===== config.mk =====
export PLATFORM = sky130hd
export DESIGN_NAME = intr_ctrl
export DESIGN_NICKNAME = d
export VERILOG_FILES = /design/src/rtl/intr_ctrl.sv
export SDC_FILE = /design/constraint.sdc
export NUM_CORES = 1
export LEC_CHECK = 0
export CORE_AREA = 2 2 52 42
export CTS_BUF_LIST = sky130_fd_sc_hd__clkbuf_16
export DETAILED_ROUTE_END_ITERATION = 6
export DIE_AREA = 0 0 54 44
export HOLD_SLACK_MARGIN = 0.15
export PLACE_DENSITY = 0.86
export SLEW_MARGIN = 20
export SYNTH_ARGS = -nofsm -noshare
export SYNTH_HDL_FRONTEND = slang
export SYNTH_SLANG_ARGS = --single-unit

===== constraint.sdc =====
create_clock -name clk -period 2.6 [get_ports clk]
set_clock_uncertainty 0.2 [all_clocks]
set_input_delay 0.39 -clock clk [delete_from_list [all_inputs] [get_ports clk]]
set_output_delay 0.39 -clock clk [all_outputs]
set_load 0.03 [all_outputs]

===== src/rtl/intr_ctrl.sv =====
// rtl/intr_ctrl.sv - multi-source interrupt controller with fixed priority and ack holdoff
module intr_ctrl #(
  parameter int N_SRC   = 4,
  parameter int HOLDOFF = 16,
  parameter int ID_W    = 2
) (
  input  logic             clk,
  input  logic             rst_n,
  input  logic [N_SRC-1:0] stimulus,
  input  logic [N_SRC-1:0] enable,
  input  logic             intr_ack,
  input  logic [N_SRC-1:0] ack_mask,
  output logic             intr,
  output logic [ID_W-1:0]  intr_id,
  output logic [N_SRC-1:0] pending,
  output logic [N_SRC-1:0] overflow
);

  // HOLDOFF=0 still needs a legal counter width even though the counter is never loaded
  localparam int CNT_W = (HOLDOFF > 0) ? $clog2(HOLDOFF + 1) : 1;

  typedef enum logic [1:0] {
    S_IDLE,
    S_ASSERT,
    S_HOLDOFF
  } state_t;

  state_t           state;
  state_t           state_nxt;
  logic [CNT_W-1:0] cnt;
  logic [CNT_W-1:0] cnt_nxt;
  logic [ID_W-1:0]  id_nxt;
  logic [ID_W-1:0]  lowest_id;
  logic [N_SRC-1:0] hits;
  logic [N_SRC-1:0] clr;
  logic [N_SRC-1:0] live;
  logic             active;

  assign hits   = stimulus & enable;
  assign clr    = intr_ack ? ack_mask : '0;
  assign live   = pending & enable;
  assign active = |live;

  // Descending scan so the lowest index wins
  always_comb begin
    lowest_id = '0;
    for (int i = N_SRC - 1; i >= 0; i--) begin
      if (live[i]) lowest_id = ID_W'(i);
    end
  end

  always_comb begin
    state_nxt = state;
    cnt_nxt   = cnt;
    id_nxt    = intr_id;
    case (state)
      S_IDLE: begin
        if (active) begin
          state_nxt = S_ASSERT;
          id_nxt    = lowest_id;
        end
      end
      S_ASSERT: begin
        if (intr_ack) begin
          if (HOLDOFF > 0) begin
            state_nxt = S_HOLDOFF;
            cnt_nxt   = CNT_W'(HOLDOFF - 1);
          end else begin
            state_nxt = S_IDLE;
          end
        end else if (!active) begin
          state_nxt = S_IDLE;
        end
      end
      S_HOLDOFF: begin
        if (cnt == '0) state_nxt = S_IDLE;
        else           cnt_nxt   = cnt - 1'b1;
      end
      default: state_nxt = S_IDLE;
    endcase
  end

  // A new event wins over a same-cycle clear; overflow is cleared with its pending bit
  always_ff @(posedge clk or negedge rst_n) begin
    if (!rst_n) begin
      state    <= S_IDLE;
      cnt      <= '0;
      intr     <= 1'b0;
      intr_id  <= '0;
      pending  <= '0;
      overflow <= '0;
    end else begin
      state    <= state_nxt;
      cnt      <= cnt_nxt;
      intr     <= (state_nxt == S_ASSERT);
      intr_id  <= id_nxt;
      pending  <= (pending & ~clr) | hits;
      overflow <= (overflow | (hits & pending)) & ~clr;
    end
  end

endmodule


==> flow_metrics.env <==
export IMPL_status="finished, final reports clean"
export IMPL_detail_route_wl_per_cell_microns=15.41
export IMPL_track_usage=0.1977
export IMPL_avgViaCountPerCell=5.845
export IMPL_drtPass1Iterations=4
export IMPL_post_synth_inst_count=78
export IMPL_vdd_ir_drop_max_mv=0.6861
export IMPL_netlist_area_sq_um=838.3
export IMPL_synth_ff_latch_count=18
export IMPL_via_count=754
export IMPL_clock_sink_count=18
export IMPL_place_congestion=0.8112
export IMPL_die_h_microns=44
export IMPL_cp_start_kind="register"
export IMPL_setup_fix_buffers_added_after_clock_tree_synthesis=0
export IMPL_average_instance_area_after_synthesis_sq_um=10.75
export IMPL_timing_critical_path_cells="clkdlybuf4s50_1"
export IMPL_maxSlewHeadroom=0.4670
export IMPL_mapped_nets=95
export IMPL_cpMaxStageDelayCell="clkdlybuf4s50_1"
export IMPL_cts_resized=0
export IMPL_final_core_util=0.6303
export IMPL_totalWireLength_mm=1.988
export IMPL_worst_path_largest_cell_delay_ns=0.70
export IMPL_final_fill_count=155
export IMPL_yosysTopAreaCell="dfrtp_1"
export IMPL_area_fraction_in_compound_gates_after_synthesis=0.2657
export IMPL_share_of_the_yosys_chip_area_belonging_to_registers=0.5373
export IMPL_seqCellArea_sq_um=450.4
export IMPL_critical_path_endpoint="pending[0]"
export IMPL_antenna_cells_inserted=0
export IMPL_core_area_sq_um=1892
export IMPL_floorplan_rows=14
export IMPL_cpLargestDelayFamily="buffers and inverters"
export IMPL_yosysUniqueCellTypes=27
export IMPL_remaining_drc_errors=0
export IMPL_tritoncts="built"
export IMPL_total_number_of_nets_in_the_final_design=124
export IMPL_design_power_total_mw=1.164
export IMPL_clk_pin_slew_worst_paths_ns=0.05
export IMPL_h_tree_depth=1
export IMPL_die_x_microns=54
export IMPL_hold_fails_final_rpt=0
export IMPL_synth_top_cells_by_area="dfrtp_1, nand2_1, a22o_1"
export IMPL_cellLeakagePower_nw=0.4961
export IMPL_dominant_combinational_cell_family_by_area_after_synthesis="compound AO/OA/AOI/OAI gates"
export IMPL_crit_path_start="pending[0]$_DFF_PN0_"
export IMPL_cp_num_cells=1
export IMPL_timing_hold_worst_class="reg -> reg"
export IMPL_post_synthesis_xor_xnor_area_fraction=0
export IMPL_layout_common_cells="clkdlybuf4s50_1, dfrtp_1, nand2_1, o21ai_0, a21oi_1"
export IMPL_slew_violations=0
export IMPL_timing_critical_path_required_ns=2.01
export IMPL_crit_arrival_ns=1.38
export IMPL_totalNegativeSetupSlack_ns=0
export IMPL_initial_standard_cell_utilization_of_the_core=0.4431
export IMPL_buffer_depth_of_the_longest_clock_path=2
export IMPL_yosys_mux_area_fraction=0
export IMPL_root_buffer="clkbuf_16"
export IMPL_layout_drive_gt1_share=0.06667
export IMPL_grt_first_pass_wirelength_mm=3.325
export IMPL_rr_startpoint="cnt[0]$_DFFE_PN0P_"
export IMPL_clkLatencyLatePin_ns=0.25
export IMPL_post_synthesis_share_of_cell_area_spent_on_full_adders_half_adders_and_majority_gates=0.02985
export IMPL_period_needed_ns=1.966
export IMPL_post_synth_and_or_nand_nor_area_fraction=0.1433
export IMPL_area_of_the_multi_input_gates_sq_um=367.9
export IMPL_synth_top_cell_area_share=0.5373
export IMPL_syn_to_final_growth_pct=42.24
export IMPL_grt_pass1_vias=762
export IMPL_timing_worst_slew_pin_value_ns=0.7970
export IMPL_fmax_ghz=0.5086
export IMPL_count_of_nets_left_with_antenna_violations_after_detail_routing=0
export IMPL_wp_buf_inv=1
export IMPL_antenna_violations_before_repair=0
export IMPL_maxCapViolCount=0
export IMPL_io_pins=26
export IMPL_cts_hold_buffers=0
export IMPL_ff2ff_setup_slack_ns=0.79
export IMPL_peak_fanout_along_the_critical_path=5
export IMPL_power_per_cell_area_nw_per_um2=975.8
export IMPL_cts_inserted_buffers=3
export IMPL_worstReg2RegEnd="cnt[4]$_DFFE_PN0P_"
export IMPL_layout_worst_path_cycle_share=0.7563
export IMPL_reg2regPathDepth=5
export IMPL_port_buffers=25
export IMPL_grt_max_degree=19
export IMPL_gr_total_overflow=0
export IMPL_worstSetupEndpointType="output port"
export IMPL_mostFrequentLayoutCell="clkdlybuf4s50_1"
export IMPL_final_setup_violating_endpoints=0
export IMPL_detailedRoute_firstIterationViolations=12
export IMPL_grt_setup_unrepaired="false"
export IMPL_fp_dieArea_sq_um=2376
export IMPL_synth_yosys_warnings=0
export IMPL_setup_worst_path_class="reg -> out"
==> metal layers <==
layer / vias up / track usage / routed length, microns
li1: 351 / - / -
met2: 33 / 0.3049 / 1037
met3: 0 / 0.06207 / 123
met4: 0 / 0.09500 / 0
met5: - / 0 / 0
met1: 370 / 0.2517 / 828
==> sequential cells by signal (all words and copies together), names as in the netlist <==
signal	cells
pending	4
cnt	5
intr_id	2
state	2
overflow	4
intr	1
==> where the power goes <==
| part | total [mW] | internal (mW) | leakage [nW] | switching (mW) |
|---|---|---|---|---|
| sequential | 0.453 | 0.361 | 0.207 | 0.0923 |
| clock | 0.298 | 0.202 | 0.0370 | 0.0964 |
| combinational | 0.412 | 0.195 | 0.252 | 0.217 |
| total | 1.16 | 0.758 | 0.496 | 0.406 |
==> metrics by stage <==
| stage | area [sq um] | hold WS [ns] | worst slack [ns] | cells |
|---|---|---|---|---|
| floorplan | 838.3 | -0.1056 | 0.8753 | 78 |
| global placement | 1117 | 0.2810 | 0.7649 | 126 |
| detailed placement | 1117 | 0.2802 | 0.7069 | 126 |
| CTS | 1192 | 0.2912 | 0.6376 | 129 |
| global route | 1192 | 0.3091 | 0.5357 | 129 |
| finish | 1192 | 0.3000 | 0.6336 | 129 |
==> how the worst min path moves through the flow <==
stage / from / endpoint / slack (ns) / cells past startpoint
floorplan: rst_n / cnt[0]$_DFFE_PN0P_ / -0.11 / 0
global placement: intr_id[0]$_DFFE_PN0P_ / intr_id[0]$_DFFE_PN0P_ / 0.28 / 1
detailed placement: intr_id[0]$_DFFE_PN0P_ / intr_id[0]$_DFFE_PN0P_ / 0.28 / 1
CTS: intr_id[0]$_DFFE_PN0P_ / intr_id[0]$_DFFE_PN0P_ / 0.29 / 1
global route: intr_id[0]$_DFFE_PN0P_ / intr_id[0]$_DFFE_PN0P_ / 0.31 / 1
finish: intr_id[1]$_DFFE_PN0P_ / intr_id[1]$_DFFE_PN0P_ / 0.30 / 1
==> cell families after synthesis <==
family	after synthesis
adder cells (fa/ha/maj)	2
AND/OR/NAND/NOR	21
flip-flops	18
buffers and inverters	5
AO/OA/AOI/OAI	32
==> final cells by class <==
type | count | share of cell area
tap | 24 | 0.02518
inverter | 3 | 0.009444
multi-input combinational | 55 | 0.3085
sequential | 18 | 0.3778
clock buffer | 3 | 0.06296
timing repair buffer | 26 | 0.2162
==> cell usage after synthesis (all sizes together) <==
cell    count
dfrtp      18
nand2      10
nor2        1
nor2b       1
o22a        2
ha          2
a311o       1
a221oi      2
clkbuf      2
a32oi       1
o41ai       1
inv         3
or2         2
o21ai       6
a31oi       4
nor4b       1
or4         1
a22o        4
and3b       1
nor4        1
a21oi       5
or3b        1
nand2b      2
o211ai      4
a22oi       2
No activity file was read; power rests on OpenSTA's default activity.
